--- config.mk ---
export PLATFORM = sky130hd
export DESIGN_NAME = cdb_arbiter
export DESIGN_NICKNAME = d
export VERILOG_FILES = /design/src/rtl/cdb_arbiter.sv
export SDC_FILE = /design/constraint.sdc
export NUM_CORES = 1
export LEC_CHECK = 0
export ABC_AREA = 1
export ABC_CLOCK_PERIOD_IN_PS = 5100
export BUFFER_PORTS_ARGS = -buffer_cell sky130_fd_sc_hd__buf_2
export CORE_ASPECT_RATIO = 0.5
export CORE_UTILIZATION = 40
export DETAILED_ROUTE_END_ITERATION = 8
export PLACE_DENSITY = 0.7
export SETUP_SLACK_MARGIN = 0.02
export SYNTH_ARGS = -nofsm -noshare
export SYNTH_HDL_FRONTEND = slang
export SYNTH_SLANG_ARGS = --single-unit
--- constraint.sdc ---
create_clock -name clk -period 5.1 [get_ports clk]
set_input_delay 1.02 -clock clk [delete_from_list [all_inputs] [get_ports clk]]
set_output_delay 1.02 -clock clk [all_outputs]
set_load 0.03 [all_outputs]
--- src/rtl/cdb_arbiter.sv ---
// cdb_arbiter: round-robin arbiter that shares the two CDB result lanes
// among the result producers (ALU reservation stations, load/store path,
// branch unit). It grants up to two valid results per cycle and registers
// them onto lane 1 and lane 2. It also returns a same-cycle ready to each
// granted producer.
//
// Handshake: a producer raises req_valid[i] with a non-zero req_ROBEN and
// holds valid, tag and value stable until it sees req_ready[i] high in the
// same cycle. A transfer happens in exactly the cycles where valid && ready.
// req_ready is combinational from req_valid, req_ROBEN, ROB_FLUSH_Flag, rst
// and rr_ptr, never from req_VAL. The accepted result is visible on the
// CDB lanes for exactly one cycle, starting at the following rising edge.
module cdb_arbiter #(
  parameter int N_REQ   = 4,
  parameter int ROBEN_W = 5,
  parameter int DATA_W  = 32
) (
  input  logic                       clk,
  input  logic                       rst,
  input  logic                       ROB_FLUSH_Flag,
  input  logic [N_REQ-1:0]           req_valid,
  input  logic [N_REQ*ROBEN_W-1:0]   req_ROBEN,
  input  logic [N_REQ*DATA_W-1:0]    req_VAL,
  output logic [N_REQ-1:0]           req_ready,
  output logic [ROBEN_W-1:0]         CDB_ROBEN1,
  output logic [ROBEN_W-1:0]         CDB_ROBEN2,
  output logic [DATA_W-1:0]          CDB_ROBEN1_VAL,
  output logic [DATA_W-1:0]          CDB_ROBEN2_VAL,
  output logic [$clog2(N_REQ)-1:0]   rr_ptr
);

  localparam int PTR_W = $clog2(N_REQ);

  // Round-robin pointer: the producer searched first in the current cycle.
  // This is the only arbitration state, and it is exported on rr_ptr.
  logic [PTR_W-1:0]   r_rr_ptr;

  // Registered CDB lanes. A tag of 0 marks an idle lane, and its value is
  // then forced to 0.
  logic [ROBEN_W-1:0] r_l1_tag;
  logic [DATA_W-1:0]  r_l1_val;
  logic [ROBEN_W-1:0] r_l2_tag;
  logic [DATA_W-1:0]  r_l2_val;

  // Unpacked per-producer views of the flat request buses.
  logic [ROBEN_W-1:0] w_tag [N_REQ];
  logic [DATA_W-1:0]  w_val [N_REQ];
  logic [N_REQ-1:0]   w_eligible;

  // Producer index visited at search step k, starting from r_rr_ptr.
  logic [PTR_W:0]     w_sum     [N_REQ];
  logic [PTR_W-1:0]   w_rot_idx [N_REQ];

  // Grant A (first eligible) and grant B (second eligible) in search order.
  logic               w_found_a;
  logic               w_found_b;
  logic [PTR_W-1:0]   w_idx_a;
  logic [PTR_W-1:0]   w_idx_b;

  // Pointer that follows the last grant of this cycle.
  logic [PTR_W-1:0]   w_last_idx;
  logic [PTR_W-1:0]   w_next_ptr;

  // Values loaded into the lanes at the next edge.
  logic [ROBEN_W-1:0] w_l1_tag;
  logic [DATA_W-1:0]  w_l1_val;
  logic [ROBEN_W-1:0] w_l2_tag;
  logic [DATA_W-1:0]  w_l2_val;

  logic [N_REQ-1:0]   w_ready;

  // Slice the flat buses and qualify each producer. A tag of 0 never
  // competes. Flush and reset mask every producer, so neither grants nor
  // pointer moves can happen in those cycles.
  for (genvar gi = 0; gi < N_REQ; gi++) begin : g_unpack
    assign w_tag[gi]      = req_ROBEN[gi*ROBEN_W +: ROBEN_W];
    assign w_val[gi]      = req_VAL[gi*DATA_W +: DATA_W];
    assign w_eligible[gi] = req_valid[gi] && (w_tag[gi] != '0)
                            && !ROB_FLUSH_Flag && !rst;
  end

  // Circular search order: r_rr_ptr + k, wrapped modulo N_REQ. The sum is
  // one bit wider than the pointer, so the wrap compare works for any
  // N_REQ, including values that are not powers of two.
  for (genvar gk = 0; gk < N_REQ; gk++) begin : g_order
    assign w_sum[gk]     = {1'b0, r_rr_ptr} + (PTR_W+1)'(gk);
    assign w_rot_idx[gk] = (w_sum[gk] >= (PTR_W+1)'(N_REQ))
                           ? PTR_W'(w_sum[gk] - (PTR_W+1)'(N_REQ))
                           : PTR_W'(w_sum[gk]);
  end

  // Walk the search order once. The first eligible producer becomes grant
  // A and the second becomes grant B. Later eligible producers wait.
  always_comb begin
    w_found_a = 1'b0;
    w_found_b = 1'b0;
    w_idx_a   = '0;
    w_idx_b   = '0;
    for (int k = 0; k < N_REQ; k++) begin
      if (w_eligible[w_rot_idx[k]]) begin
        if (!w_found_a) begin
          w_found_a = 1'b1;
          w_idx_a   = w_rot_idx[k];
        end else if (!w_found_b) begin
          w_found_b = 1'b1;
          w_idx_b   = w_rot_idx[k];
        end
      end
    end
  end

  // Ready goes only to the producers that won a lane this cycle.
  always_comb begin
    w_ready = '0;
    if (w_found_a) w_ready[w_idx_a] = 1'b1;
    if (w_found_b) w_ready[w_idx_b] = 1'b1;
  end

  // The next search starts just past the last producer served. This keeps
  // a continuously eligible producer within ceil(N_REQ/2) cycles of a grant.
  always_comb begin
    w_last_idx = w_found_b ? w_idx_b : w_idx_a;
    if (w_last_idx == PTR_W'(N_REQ - 1)) begin
      w_next_ptr = '0;
    end else begin
      w_next_ptr = PTR_W'(w_last_idx + 1'b1);
    end
  end

  // Lane steering: grant A always lands on lane 1, so lane 2 is busy only
  // when lane 1 is. A missing grant loads an all-zero lane.
  always_comb begin
    w_l1_tag = '0;
    w_l1_val = '0;
    w_l2_tag = '0;
    w_l2_val = '0;
    if (w_found_a) begin
      w_l1_tag = w_tag[w_idx_a];
      w_l1_val = w_val[w_idx_a];
    end
    if (w_found_b) begin
      w_l2_tag = w_tag[w_idx_b];
      w_l2_val = w_val[w_idx_b];
    end
  end

  // Lane and pointer registers. Reset clears everything and drops any
  // grant made in the reset cycle. A flush cycle has no grants, so the
  // lanes load zeros and the pointer holds.
  always_ff @(posedge clk) begin
    if (rst) begin
      r_rr_ptr <= '0;
      r_l1_tag <= '0;
      r_l1_val <= '0;
      r_l2_tag <= '0;
      r_l2_val <= '0;
    end else begin
      r_l1_tag <= w_l1_tag;
      r_l1_val <= w_l1_val;
      r_l2_tag <= w_l2_tag;
      r_l2_val <= w_l2_val;
      if (w_found_a) begin
        r_rr_ptr <= w_next_ptr;
      end
    end
  end

  assign req_ready      = w_ready;
  assign CDB_ROBEN1     = r_l1_tag;
  assign CDB_ROBEN1_VAL = r_l1_val;
  assign CDB_ROBEN2     = r_l2_tag;
  assign CDB_ROBEN2_VAL = r_l2_val;
  assign rr_ptr         = r_rr_ptr;

endmodule

Word level (Yosys, flattened, before mapping)

Index checks and enable logic that the tools add are counted.

Output and inout bits: 80
RAM bits: 0
Latch bits: 0
Register bits: 76
ROM bits: 0
Word-level logic and storage cells: 112
Memories: 0

Multipliers: 0
Bitwise gates (word level): 5
Multiplexer cells: 57
$add $sub $neg: 8
Divide/modulo/power cells: 0
Order comparisons: 14
Reductions and logical operators: 22
Eq/ne operators: 1
Shifts and indexed selects: 0

Operator list:

| cell                                                                         | count |
|---|---|
| 32-bit binary-select mux with 2-bit select                                   | 2 |
| 32-bit 2-to-1 mux                                                            | 4 |
| 2-bit 2-to-1 mux                                                             | 21 |
| 5-bit binary-select mux with 2-bit select                                    | 2 |
| 5-bit 2-to-1 mux                                                             | 4 |
| 5-bit nonzero test                                                           | 4 |
| 2-bit by 3-bit less-than comparator with 1-bit output, second input constant | 6 |
| 1-bit 2-to-1 mux                                                             | 16 |
| 3-bit >= comparator, second input constant                                   | 5 |
| 1-bit logical AND                                                            | 14 |
| 1-bit binary-select mux with 2-bit select                                    | 4 |
| 4-bit 2-to-1 mux                                                             | 2 |
| 2-bit by 1-bit subtractor with 2-bit output, second input constant           | 4 |
| 2-bit by 2-bit adder with 3-bit output, second input constant                | 2 |
| 2-bit inverter with 3-bit output                                             | 2 |
| 1-bit demux with 2-bit select                                                | 2 |
| 2-bit by 1-bit >= comparator with 1-bit output, second input constant        | 2 |
| 4-bit OR                                                                     | 1 |
| 2-bit OR reduction                                                           | 2 |
| 2-bit by 1-bit adder with 3-bit output, second input constant                | 1 |
| 2-bit by 3-bit >= comparator with 1-bit output, second input constant        | 1 |
| 2-bit by 1-bit adder with 2-bit output, second input constant                | 1 |
| 2-bit == test, second input constant                                         | 1 |
| 1-bit logical NOT                                                            | 2 |
| 1-bit inverter                                                               | 2 |

Logic depth before layout (Yosys ltp)

Gate-level depths: netlist (run 1).

Word-level depth: 21
Depth in mapped cells: 22
Depth with buffers taken out: 21

Worst setup path before layout (run 1)

Ideal clock, no wire load.

Path type: input port to output port
From: input port rst
To: output port req_ready[1]
Path buffers: 1
Path slack: 0.969 ns
Required time: 4.080 ns
Stages on the path: 17
Arrival time: 3.111 ns
Path through: inv_2 > nand2_2 > nor2_1 > nand3_1 > nand2_1 > nand2_1 > nand2_1 > ha_1 > inv_1 > nor2_1 > nand2_1 > nand2_1 > nand2_1 > nand2_1 > buf_6 > inv_1 > o31ai_1

Word-level cells in the longest chain between the ends: 19
Elaborated cells on any way between the ends: 51

RTL lines:

| element                                                                                                                                       | line | text |
|---|---|---|
| start: declaration                                                                                                                            | 19   | `input logic rst,` |
| 1-bit logical NOT *                                                                                                                           | 79   | `&& !ROB_FLUSH_Flag && !rst;` |
| 1-bit logical AND                                                                                                                             | 79   |  |
| 1-bit binary-select mux with 2-bit select                                                                                                     | 100  | `if (w_eligible[w_rot_idx[k]]) begin` |
| 1-bit 2-to-1 mux (not written as such)                                                                                                        | 100  |  |
| 1-bit 2-to-1 mux                                                                                                                              | 100  |  |
| 2-bit 2-to-1 mux or 1-bit 2-to-1 mux (tied branches)                                                                                          | 101  | `if (!w_found_a) begin` |
| 2-bit 2-to-1 mux or 1-bit 2-to-1 mux (tied branches)                                                                                          | 100  |  |
| 2-bit 2-to-1 mux                                                                                                                              | 104  | `end else if (!w_found_b) begin` |
| (+3 left out)                                                                                                                                 | -    |  |
| 2-bit 2-to-1 mux                                                                                                                              | 101  |  |
| 2-bit 2-to-1 mux                                                                                                                              | 100  |  |
| 2-bit by 3-bit less-than comparator with 1-bit output (not written as such) or 2-bit by 1-bit >= comparator with 1-bit output (tied branches) | 116  | `if (w_found_b) w_ready[w_idx_b] = 1'b1;` |
| 1-bit logical AND (not written as such)                                                                                                       | 116  |  |
| 1-bit 2-to-1 mux (not written as such)                                                                                                        | 116  |  |
| 1-bit demux with 2-bit select                                                                                                                 | 116  |  |
| 4-bit OR (no line)                                                                                                                            | -    |  |
| 4-bit 2-to-1 mux *                                                                                                                            | 116  |  |
| end: declaration                                                                                                                              | 24   | `output logic [N_REQ-1:0] req_ready,` |

Every way passes the cells marked *; elsewhere a longest branch is shown, timed or not. The select of a mux whose other input is x is not followed.

Worst setup path in the final report (run 1)

From: input port req_ROBEN[15]
To: output port req_ready[1]

Word-level cells in the longest chain between the ends: 21
Elaborated cells on any way between the ends: 50

RTL lines:

| element                                                                                                                                       | line | text |
|---|---|---|
| start: declaration                                                                                                                            | 22   | `input logic [N_REQ*ROBEN_W-1:0] req_ROBEN,` |
| 5-bit nonzero test *                                                                                                                          | 78   | `assign w_eligible[gi] = req_valid[gi] && (w_tag[gi] != '0)` |
| 1-bit logical AND *                                                                                                                           | 78   |  |
| 1-bit logical AND * (2 in a row)                                                                                                              | 79   |  |
| 1-bit binary-select mux with 2-bit select                                                                                                     | 100  |  |
| 1-bit 2-to-1 mux (not written as such)                                                                                                        | 100  |  |
| 1-bit 2-to-1 mux                                                                                                                              | 100  |  |
| 2-bit 2-to-1 mux or 1-bit 2-to-1 mux (tied branches)                                                                                          | 101  |  |
| 2-bit 2-to-1 mux or 1-bit 2-to-1 mux (tied branches)                                                                                          | 100  |  |
| (+4 left out)                                                                                                                                 | -    |  |
| 2-bit 2-to-1 mux                                                                                                                              | 101  |  |
| 2-bit 2-to-1 mux                                                                                                                              | 100  |  |
| 2-bit by 3-bit less-than comparator with 1-bit output (not written as such) or 2-bit by 1-bit >= comparator with 1-bit output (tied branches) | 116  |  |
| 1-bit logical AND (not written as such)                                                                                                       | 116  |  |
| 1-bit 2-to-1 mux (not written as such)                                                                                                        | 116  |  |
| 1-bit demux with 2-bit select                                                                                                                 | 116  |  |
| 4-bit OR (no line)                                                                                                                            | -    |  |
| 4-bit 2-to-1 mux *                                                                                                                            | 116  |  |

Marks and branches as above.

==> metrics.md, run 1 <==
| Metric | Value |
|---|---|
| Worst vdd ir | 0.4789 mV |
| Worst r2r path cells | 14 |
| Worst-skew pair later-pin latency | 0.32 ns |
| Setup Skew | 0.006188 ns |
| Syn-to-layout area delta | 28.63% |
| First-pass GRT wire length | around 26,000 um |
| Critical Path End Type | output port |
| Syn Area/Cell | 6.044 um2 |
| H-tree Lvls | 3 |
| Setup TNS | 0 ns |
| Buf/Inv on CP | 3 |
| Period Utilization, post-route | 85.58% |
| RSZ-0062 raised after global routing | no |
| WP data arrival | 3.34 ns |
| Clk sinks | 76 |
| Seq/Total Area, Yosys | 29.20% |
| Hold Path Class | flop to flop |
| All-Layer GR Usage | between 20% and 30% |
| Maximum capacitance violations | 0 |
| CP cell instances | buf_2 -> nor2_1 -> nand3_1 -> nand3_1 -> nand3_1 -> nand2_2 -> nand3_4 -> nand4_1 -> nand2_1 -> nand2_2 -> inv_2 -> o31ai_1 -> buf_2 |
| Die area | 13,510 um2 |
| DRT Wirelength | 17,420 um |
| Failing checks | design-rule violations |
| FF-to-FF End | CDB_ROBEN2_VAL[18] |
| Leak | 3.722 nW |
| Longest Clk Path Bufs | 2 |
| Die X | approximately 160 um |
| CTS Buf Count | 9 |
| Power per Cell Area | approximately 780 nW/um2 |
| Worst r2r src | rr_ptr[0] |
| Final Critical Period | 4.365 ns |
| Worst-path clk slew | 0.06 ns |
| Seq cells post-synth | 76 |
| Hold Path Origin | rr_ptr[1] |
| Mapped Nets | around 1k |
| EDFF count, synth | 0 |
| Ant. Diodes | 0 |
| Fraction of registers with async set/reset | 0% |
| DIE HEIGHT | between 80 and 90 um |
| Yosys warns | 0 |
| Share of layout cells above drive strength 1 | 28.92% |
| Top cell family by delay on the critical path | simple AND/OR/NAND/NOR gates |
| Slew margin rel. | between 50% and 60% |
| Nets | 1,225 |
| Synth cell types | 32 |
| Most Frequent Cell on Critical Path | nand3_1 |
| Antenna Nets Post-Route | 0 |
| Synth top area cells | dfxtp_1 (29%), nand2_1 (21%), inv_1 (7.1%) |
| Worst-margin pin slew | between 0.7 and 0.8 ns |
| GRT overflow | 0 |
| Post-synth top area share | 29.20% |
| Initial Util | 41.02% |
| Drt wl/cell | 14.02 um |
| Status | finished, violations left |
| Vias in the first global route | 5,404 |
| # hold bufs at CTS | 0 |
| Top FF cell, synth | dfxtp_1 |
| Endpoints failing hold | 0 |
| WS Path Type | primary input to output port |
| Largest net degree at the start of global routing | 76 |
| Mapped Cells | 862 |
| IO Count | 235 |
| Min-Delay Path Depth | 2 |
| Reg2reg setup slack | 1.97 ns |
| Drt via density | around 5.0 |
| Cell row count | 29 |
| Final Setup Violations | 0 |
| DR iter-0 viols | 489 |
| Remaining DRCs | 4 |
| Via count | 6,178 |
| Critical Path Fanout Max | 18 |
| Post-detail-place hpwl | 12,670 um |
| CTS resizes | 0 |
| Antenna violations before repair | 0 |
| Post-CTS Setup Inserts | 0 |
| Fill cell count | 1,314 |
| WHS Endpoint | rr_ptr[1] |
| Critical path's slowest cell | o31ai_1 |
| Mapped cell area | 5210 um2 |
| Worst EP required | around 4.1 ns |
| Register area | ~1500 um2 |
| TritonCTS clock tree | done |
| Footprint of the multi-input gates | slightly below 3000 um2 |
| CTS root buf | clkbuf_16 |
| Max frequency | 229.1 MHz |
| Port Buffer Count | 234 |
| Final Max Tran Viols | 0 |
| CORE AREA | 12,700 um2 |
| Max incr delay on CP | 0.33 ns |
| Largest area contributor in the netlist | dfxtp_1 |
| Final Util | between 50 and 60% |
| Routability cong. | 0.9281 |
| CP startpoint kind | primary input |
| Initial DRT Pass Iterations | 7 |
-- placed cells by master (no fill, tap or decap), types with 3 or more instances in the layout --
master     synthesis  routed
o21ai_1           39      39
buf_4              2      13
nand2_4            5       6
nand3_2            3       3
inv_2              5       5
clkbuf_16          0       9
dfxtp_1           76      76
inv_4              3       3
nor2_1            90      89
o21ai_2           19      19
nand3_1           68      68
nand2_2            7       7
a21oi_1           40      40
nand3b_1          30      30
o21ai_0           27      27
buf_2             16     234
nand2_1          286     285
inv_1             98      98
-- per-stage QoR --
| step | power (W) | instance area [um2] | std cells | setup WS [ns] | hold slack [ns] |
|---|---|---|---|---|---|
| after floorplan | 0.003749 | 5210 | 862 | 0.9685 | 0.8422 |
| final | 0.005253 | 6701 | 1242 | 0.7353 | 0.7035 |
| after detailed placement | 0.004577 | 6385 | 1227 | 0.7855 | 0.6996 |
| after global routing | 0.005709 | 6701 | 1242 | 0.5169 | 0.7344 |
| after global placement | 0.004537 | 6385 | 1227 | 0.8355 | 0.6886 |
| after CTS | 0.005283 | 6701 | 1242 | 0.7786 | 0.7084 |
-- layer usage --
layer,vias up,track usage [%],routed length [um]
met5,-,0,0
met4,0,7.103,282
met3,24,3.946,1196
met2,220,43.47,8386
met1,2832,32.02,7552
li1,3102,-,-
-- state kept, by name, summed over array words and instances (netlist names) --
name / count
CDB_ROBEN1: 5
CDB_ROBEN1_VAL: 32
CDB_ROBEN2: 5
CDB_ROBEN2_VAL: 32
rr_ptr: 2
-- kinds of logic after synthesis --
logic type               Yosys count  synth area share (%)
AND/OR/NAND/NOR                  495                 41.86
AO/OA/AOI/OAI                    129                 13.90
XOR/XNOR                           1                0.5284
adder cells (fa/ha/maj)            2                0.4802
buffers and inverters            159                 14.02
flip-flops                        76                 29.20
-- cell type report --
cell class / count / area share, %
inverters: 107 / 6.105
flip-flops and latches: 76 / 22.70
well taps: 170 / 3.174
clock inverters: 4 / 1.102
clock buffers: 11 / 3.622
repair buffers: 247 / 18.93
multi-input cells: 627 / 44.36
-- power breakdown --
| group | total, W | switching (W) | internal (W) |
|---|---|---|---|
| registers | 0.000960 | 0.0000871 | 0.000873 |
| clock network | 0.000688 | 0.000248 | 0.000440 |
| logic | 0.00360 | 0.00258 | 0.00102 |
| total | 0.00525 | 0.00292 | 0.00234 |
-- cell usage after synthesis (2+ instances only) --
cell type  count
nand2_1      286
inv_1         98
nor2_1        90
dfxtp_1       76
nand3_1       68
a21oi_1       40
o21ai_1       39
nand3b_1      30
o21ai_0       27
o21ai_2       19
clkbuf_1      17
buf_2         16
buf_6         13
nand2_2        7
inv_2          5
nand2_4        5
buf_1          3
inv_4          3
nand3_2        3
buf_4          2
ha_1           2
nand4_1        2
o22ai_1        2
-- worst max-delay path by stage --
stage	start	to	slack, ns	cells after the start
3_5_place_dp	req_ROBEN[10]	req_ready[1]	0.79	13
5_1_grt	req_ROBEN[7]	req_ready[1]	0.52	15
4_1_cts	req_ROBEN[10]	req_ready[1]	0.78	13
3_3_place_gp	req_ROBEN[7]	req_ready[0]	0.84	18
6_report	req_ROBEN[15]	req_ready[1]	0.74	13
2_1_floorplan	rst	req_ready[1]	0.97	17
-- tightest hold or removal path, cell delays in order (launching register included) --
cell	delay, ns
dfxtp_1	0.41
o21ai_0	0.20
a21oi_1	0.04
Power figures use the tool's default switching activity.
==> run 2: changes to the inputs <==
--- a/config.mk
+++ b/config.mk
@@ -11,7 +11,7 @@
 export CORE_ASPECT_RATIO = 0.5
 export CORE_UTILIZATION = 40
 export DETAILED_ROUTE_END_ITERATION = 8
-export PLACE_DENSITY = 0.7
+export PLACE_DENSITY = 0.69
 export SETUP_SLACK_MARGIN = 0.02
 export SYNTH_ARGS = -nofsm -noshare
 export SYNTH_HDL_FRONTEND = slang
==> run 2 against run 1 <==
Compared with the run above:
- the run now ends clean
- register-to-register slack improved by 0.05 ns
- combinational power barely moved
- core utilization fell by 0.069 points
- flip-flop and latch count did not move
- count of clock-buffer cells in the layout did not move
- wire length rose by 0.45%
- final area fell by 0.13%
- power barely moved
- die area did not move
- sequential share of layout area barely moved
- maximum frequency rose by 1.5%
- critical endpoint is now req_ready[0]
==> metrics.md, run 2 (synthesis gave the netlist of run 1 again) <==
| Metric | Value |
|---|---|
| Min-Delay Path Depth | 2 (unchanged) |
| Cell-internal power | 0.002299 W (-1.6%) |
| All-Layer GR Usage | 25.32% (+0.42 points) |
| Power share of the combinational group | 68.9% (+0.3 points) |
| Footprint of the multi-input gates | 2975 um2 (about the same) |
| CTS Buf Count | 9 (unchanged) |
| DIE HEIGHT | 82.70 um (unchanged) |
| Via count | 6,238 (+0.97%) |
| Net Sw Frac | 56.24% (+0.72 points) |
| Slew margin rel. | 55.57% (+5.2 points) |
| Setup TNS | 0 ns (unchanged) |
| WP data arrival | 3.28 ns (-0.06 ns) |
| Worst r2r path cells | 18 (+4) |
| Setup Skew | 0.006332 ns (+0.0001446 ns) |
| Hold Path Origin | rr_ptr[1] |
| Final Critical Period | 4.300 ns (-0.06425 ns) |
| WS Path Type | primary input to output port |
| Worst vdd ir | 0.4189 mV (-13%) |
| Status | completed |
| Largest net degree at the start of global routing | 64 (-16%) |
| DR iter-0 viols | 469 (-4.1%) |
| Die X | 163.4 um (unchanged) |
| Worst r2r src | rr_ptr[0] |
| CTS root buf | clkbuf_16 |
| Clock power share | 12.9% (-0.2 points) |
| Worst-path clk slew | 0.06 ns (about the same) |
| Power per Cell Area | 785.0 nW/um2 (+0.16%) |
| H-tree Lvls | 3 (unchanged) |
| Initial DRT Pass Iterations | 6 (-1) |
| First-pass GRT wire length | 26,860 um (+1.7%) |
| # hold bufs at CTS | 0 (unchanged) |
| Drt wl/cell | 14.09 um (+0.45%) |
| Seq pwr share | 18.2% (about the same) |
| Max incr delay on CP | 0.28 ns (-0.05 ns) |
| NetSw | 0.002955 W (+1.3%) |
| Top cell family by delay on the critical path | simple AND/OR/NAND/NOR gates |
| Post-CTS Setup Inserts | 0 (unchanged) |
| RSZ-0062 raised after global routing | no |
| Worst-margin pin slew | 0.6665 ns (-0.07833 ns) |
| Worst-skew pair later-pin latency | 0.33 ns (about the same) |
| Register area | 1521 um2 (unchanged) |
| Total power | 0.005254 W (about the same) |
| Antenna Nets Post-Route | 0 (unchanged) |
| Syn-to-layout area delta | 28.46% |
| Ant. Diodes | 0 (unchanged) |
| Remaining DRCs | 0 (-4) |
| Critical Path End Type | output port |
| WHS Endpoint | rr_ptr[1] |
| Reg2reg setup slack | 2.02 ns (+0.05 ns) |
| GRT overflow | 0 (unchanged) |
| CTS resizes | 0 (unchanged) |
| Antenna violations before repair | 0 (unchanged) |
| Placed cell count | 1,226 (-0.081%) |
| Die area | 13,510 um2 (unchanged) |
| Leak | 3.714 nW (-0.21%) |
| Final Max Tran Viols | 0 (unchanged) |
| Most Frequent Cell on Critical Path | nand2_1 |
| Max frequency | 232.5 MHz (+1.5%) |
| Critical path's slowest cell | ha_1 |
| Drt via density | 5.023 (+0.97%) |
| Period Utilization, post-route | 84.32% (-1.3 points) |
| Most common cell after layout, fill and taps aside | nand2_1 |
| CORE AREA | 12,700 um2 (unchanged) |
| Maximum capacitance violations | 0 (unchanged) |
| Longest Clk Path Bufs | 2 (unchanged) |
| Final Util | 52.70% (-0.069 points) |
| IO Count | 235 (unchanged) |
| Cell row count | 29 (unchanged) |
| Routability cong. | 0.9273 (about the same) |
| CP cell instances | buf_2 -> nor2_1 -> nand3_1 -> nand3_1 -> nand2_1 -> nand2_1 -> nand2_1 -> ha_1 -> inv_1 -> nand2_1 -> nand2_1 -> nand2_1 -> nand2_1 -> nand2_2 -> nand2_4 -> nand2_2 -> o22ai_1 -> buf_2 |
| FF-to-FF End | CDB_ROBEN1_VAL[11] |
| Endpoints failing hold | 0 (unchanged) |
| Fill cell count | 1,332 (+1.4%) |
| Vias in the first global route | 5,424 (+0.37%) |
| Nets | 1,224 (-0.082%) |
| Cell Count, Final, Fillers Out | 1,242 (unchanged) |
| Commonest non-fill, non-tap cells in the layout | nand2_1 (284), buf_2 (234), inv_1 (98), nor2_1 (89), dfxtp_1 (76) |
| Hold Path Class | flop to flop |
| Post-detail-place hpwl | 12,440 um (-1.7%) |
| Port Buffer Count | 234 (unchanged) |
| Initial Util | 41.02% (unchanged) |
| Worst EP required | 4.08 ns (about the same) |
| Share of layout cells above drive strength 1 | 29.10% (+0.19 points) |
| TritonCTS clock tree | done |
| Buf/Inv on CP | 3 (unchanged) |
| CP startpoint kind | primary input |
| Final Setup Violations | 0 (unchanged) |
| Critical Path Fanout Max | 11 (-7) |
| DRT Wirelength | 17,500 um (+0.45%) |
| Clk sinks | 76 (unchanged) |
[run 2: final cells by class]
class                      instances  area share, %
multi-input combinational        627          44.46
sequential                        76          22.73
timing repair buffer             246          18.84
inverter                         107          6.113
clock buffer                      11          3.776
tap                              170          3.178
clock inverter                     5         0.8974
[run 2: routing by layer]
metal | vias to the layer above | wire length (um) | track usage (%)
li1 | 3107 | - | -
met1 | 2859 | 7856 | 33.61
met2 | 245 | 8189 | 41.74
met3 | 27 | 1175 | 4.895
met4 | 0 | 275 | 7.850
met5 | - | 0 | 0
[run 2: worst min-delay path, cell delays in order, from the launching register on]
cell and delay, ns:
dfxtp_1 0.42, o21ai_0 0.20, a21oi_1 0.04
[run 2: worst max-delay path by stage]
stage	cells past startpoint	slack, ns	endpoint	from
after CTS	18	0.84	req_ready[0]	req_ROBEN[7]
after floorplan	17	0.97	req_ready[1]	rst
after detailed placement	18	0.84	req_ready[0]	req_ROBEN[7]
after global placement	18	0.88	req_ready[0]	req_ROBEN[7]
after global routing	15	0.64	req_ready[3]	req_ROBEN[7]
final	18	0.80	req_ready[0]	req_ROBEN[7]
[run 2: stage by stage]
step / setup slack [ns] / hold slack (ns) / instance area, um2
finish: 0.7996 / 0.6971 / 6693
global placement: 0.8790 / 0.7030 / 6380
global route: 0.6378 / 0.8058 / 6693
floorplan: 0.9685 / 0.8422 / 5210
CTS: 0.8447 / 0.7086 / 6693
detailed placement: 0.8435 / 0.6976 / 6380
[run 2: power by group through the flow]
| stage | Sequential, W | Combinational [W] | Clock, W |
|---|---|---|---|
| detailed placement | 0.000971 | 0.00358 | 0 |
| floorplan | 0.00146 | 0.00229 | 0 |
| global placement | 0.000967 | 0.00355 | 0 |
| global route | 0.000986 | 0.00399 | 0.000710 |
| finish | 0.000956 | 0.00362 | 0.000678 |
| CTS | 0.000959 | 0.00360 | 0.000686 |
==> run 3: changes to the inputs <==
--- a/config.mk
+++ b/config.mk
@@ -5,13 +5,13 @@
 export SDC_FILE = /design/constraint.sdc
 export NUM_CORES = 1
 export LEC_CHECK = 0
-export ABC_AREA = 1
-export ABC_CLOCK_PERIOD_IN_PS = 5100
+export ABC_AREA = 0
+export ABC_CLOCK_PERIOD_IN_PS = 4140
 export BUFFER_PORTS_ARGS = -buffer_cell sky130_fd_sc_hd__buf_2
 export CORE_ASPECT_RATIO = 0.5
 export CORE_UTILIZATION = 40
 export DETAILED_ROUTE_END_ITERATION = 8
-export PLACE_DENSITY = 0.69
+export PLACE_DENSITY = 0.7
 export SETUP_SLACK_MARGIN = 0.02
 export SYNTH_ARGS = -nofsm -noshare
 export SYNTH_HDL_FRONTEND = slang
==> constraint.sdc (replaced) <==
create_clock -name clk -period 4.14 [get_ports clk]
set_input_delay 0.828 -clock clk [delete_from_list [all_inputs] [get_ports clk]]
set_output_delay 0.828 -clock clk [all_outputs]
set_load 0.03 [all_outputs]
==> run 3 against run 2 <==
Compared with the run above:
- the flow now finishes with violations (negative setup slack)
- register-to-register slack lost 1.0 ns
- final cell count shrank 19%
- die area shrank 6.9%
- clock power grew 24%
- power shrank 39%
- synthesized cell count shrank 28%
- combinational power shrank 62%
- critical endpoint is now req_ready[1]
- sequential power grew 1%
==> metrics.md, run 3 <==
| Metric | Value |
|---|---|
| Routability cong. | 0.9376 (+1.1%) |
| Failing checks | negative setup slack |
| Most frequent cells after synthesis | nand2_1 (92), nand3_1 (78), dfxtp_1 (76), a31oi_1 (75), and3_1 (74) |
| NetSw | 0.001294 W (-56%) |
| Count leader, synth | nand2_1 |
| Mapped cell area | 4845 um2 (-7.0%) |
| CORE AREA | 11,380 um2 (-10%) |
| DIE HEIGHT | 79.82 um (-3.5%) |
| Share of layout cells above drive strength 1 | 40.00% (+11 points) |
| Final Max Tran Viols | 0 (unchanged) |
| Max frequency | 240.7 MHz |
| Register area | 1521 um2 (unchanged) |
| Initial Util | 42.55% (+1.5 points) |
| Placed cell count | 987 (-19%) |
| Most Frequent Cell on Critical Path | buf_6 |
| CTS Buf Count | 9 (unchanged) |
| Clock power share | 26.5% (+14 points) |
| Fill cell count | 1,051 (-21%) |
| CP startpoint kind | primary input |
| WP data arrival | 3.33 ns (+0.05 ns) |
| Seq/Total Area, Yosys | 31.40% (+2.2 points) |
| H-tree Lvls | 3 (unchanged) |
| IO Count | 235 (unchanged) |
| # hold bufs at CTS | 0 (unchanged) |
| WS Path Type | primary input to output port |
| Final Critical Period | 4.154 ns |
| Leak | 3.046 nW (-18%) |
| Longest Clk Path Bufs | 2 (unchanged) |
| Endpoints failing hold | 0 (unchanged) |
| Mapped Cells | 622 (-28%) |
| Commonest non-fill, non-tap cells in the layout | buf_2 (226), nand2_1 (87), nand3_1 (78), dfxtp_1 (76), a31oi_1 (75) |
| Critical path's slowest cell | or4_4 |
| RSZ-0062 raised after global routing | yes |
| Worst-path clk slew | 0.06 ns (about the same) |
| Nets | 998 (-18%) |
| CP cell instances | buf_6 -> or4_4 -> o2111ai_2 -> and2_4 -> nand2b_4 -> nand2_4 -> ha_4 -> nand2_2 -> mux2i_1 -> nor2_1 -> a211o_4 -> o31ai_4 -> buf_6 |
| Antenna Nets Post-Route | 0 (unchanged) |
| Power share of the combinational group | 43.2% (-26 points) |
| GRT overflow | 0 (unchanged) |
| Antenna violations before repair | 0 (unchanged) |
| Cell Count, Final, Fillers Out | 1,004 (-19%) |
| Largest net degree at the start of global routing | 76 (+19%) |
| Seq pwr share | 30.3% (+12 points) |
| Drt via density | 5.958 (+19%) |
| Setup Skew | 0.004497 ns (-0.001836 ns) |
| Remaining DRCs | 0 (unchanged) |
| Via count | 5,982 (-4.1%) |
| Net Sw Frac | 40.59% (-16 points) |
| Synth top area cells | dfxtp_1 (31%), a211oi_1 (10%), a31oi_1 (9.7%) |
| Die area | 12,580 um2 (-6.9%) |
| Synth cell types | 54 (+69%) |
| Worst-margin pin slew | 0.6796 ns (+0.01305 ns) |
| Port Buffer Count | 234 (unchanged) |
| Die X | 157.6 um (-3.5%) |
| Largest area contributor in the netlist | dfxtp_1 |
| Mapped Nets | 779 (-24%) |
| Max incr delay on CP | 0.53 ns (+0.25 ns) |
| Cell row count | 27 (-6.9%) |
| CTS root buf | clkbuf_16 |
| Setup TNS | -0.01446 ns (-0.01446 ns) |
| Slew margin rel. | 54.70% (-0.87 points) |
| Final Util | 58.73% (+6.0 points) |
| Critical Path Fanout Max | 6 (-5) |
| Dpl ws | -0.1969 ns (-1.040 ns) |
| First-pass GRT wire length | 27,070 um (+0.77%) |
| EDFF count, synth | 0 (unchanged) |
| DRT Wirelength | 17,520 um (+0.15%) |
| Worst vdd ir | 0.2168 mV (-48%) |
| Yosys warns | 0 (unchanged) |
| Maximum capacitance violations | 0 (unchanged) |
| DR iter-0 viols | 509 (+8.5%) |
| Vias in the first global route | 5,516 (+1.7%) |
| Worst-skew pair later-pin latency | 0.33 ns (about the same) |
| Clk sinks | 76 (unchanged) |
| All-Layer GR Usage | 27.24% (+1.9 points) |
| Status | finished, violations left |
| Seq cells post-synth | 76 (unchanged) |
| Cell-internal power | 0.001893 W (-18%) |
| Top FF cell, synth | dfxtp_1 |
| Fraction of registers with async set/reset | 0% (unchanged) |
| Top cell family by delay on the critical path | simple AND/OR/NAND/NOR gates |
| Final Setup Violations | 1 (+1) |
| Syn-to-layout area delta | 38.02% |
| Hold Path Class | flop to flop |
| TritonCTS clock tree | done |
| Post-detail-place hpwl | 12,160 um (-2.3%) |
| Worst setup margin | -0.01446 ns (-0.8140 ns) |
| Worst EP required | 3.31 ns (-0.77 ns) |
| Footprint of the multi-input gates | 3089 um2 (+3.8%) |
| Post-synth top area share | 31.40% (+2.2 points) |
| Critical Path End Type | output port |
| Initial DRT Pass Iterations | 5 (-1) |
| Most common cell after layout, fill and taps aside | buf_2 |
| Buf/Inv on CP | 2 (-1) |
| Ant. Diodes | 0 (unchanged) |
| Power per Cell Area | 476.6 nW/um2 (-39%) |
| Drt wl/cell | 17.45 um (+24%) |
| Period Utilization, post-route | 100.3% |
| Syn Area/Cell | 7.789 um2 (+29%) |
[run 3: cell type report]
type	instances	share of cell area [%]
multi-input combinational	474	46.20
timing repair buffer	277	23.22
sequential	76	22.75
clock buffer	9	3.368
tap	159	2.975
clock inverter	6	1.310
inverter	3	0.1684
[run 3: worst min-delay path: stages (launching register included)]
cell and delay (ns):
dfxtp_1 0.30, buf_4 0.16, nor2_1 0.11, a2111oi_1 0.06
[run 3: worst paths after layout]
| path | start | to | slack (ns) | depth (start not counted) |
|---|---|---|---|---|
| setup / recovery | req_ROBEN[3] | req_ready[1] | -0.01 | 13 |
| hold / removal | rr_ptr[0] | rr_ptr[0] | 0.68 | 3 |
| setup reg to reg | rr_ptr[1] | CDB_ROBEN1[3] | 0.99 | 15 |
| hold reg to reg | rr_ptr[0] | rr_ptr[0] | 0.68 | 3 |
[run 3: metrics by stage]
| stage | hold slack [ns] | power, W | cell area [um2] |
|---|---|---|---|
| after floorplan | 0.6970 | 0.001895 | 4885 |
| after global placement | 0.6613 | 0.002312 | 6232 |
| after detailed placement | 0.6668 | 0.002323 | 6232 |
| after CTS | 0.6760 | 0.003192 | 6625 |
| after global routing | 0.7190 | 0.003357 | 6686 |
| final | 0.6793 | 0.003187 | 6686 |
[run 3: cell families (layout without fill, tap and decap cells)]
logic type	after synthesis	after routing	synth area share [%]
AND/OR/NAND/NOR	271	271	27.92
XOR/XNOR	1	1	0.1808
flip-flops	76	76	31.40
buffers and inverters	72	295	7.800
adder cells (fa/ha/maj)	4	4	0.9555
AO/OA/AOI/OAI	195	195	31.12
multiplexers	3	3	0.6199
[run 3: layer usage]
| metal | up-vias | wire length (um) | global-route usage (%) |
|---|---|---|---|
| met4 | 0 | 498 | 12.43 |
| li1 | 2806 | - | - |
| met5 | - | 0 | 0 |
| met1 | 2829 | 7689 | 34.67 |
| met2 | 304 | 8148 | 45.02 |
| met3 | 43 | 1187 | 4.777 |
[run 3: timing repair]
item	CTS	global route
setup buffers	1	1
hold endpoints to repair	0	0
pin swaps	8	3
endpoints found under the setup margin	4	4
resized for setup	15	9
[run 3: power groups by stage]
stage               sequential (W)  clock, W  combinational (W)
CTS                       0.000968  0.000865            0.00136
detailed placement        0.000982         0            0.00134
global route              0.000987  0.000894            0.00148
global placement          0.000980         0            0.00133
finish                    0.000967  0.000844            0.00138
floorplan                  0.00138         0           0.000512
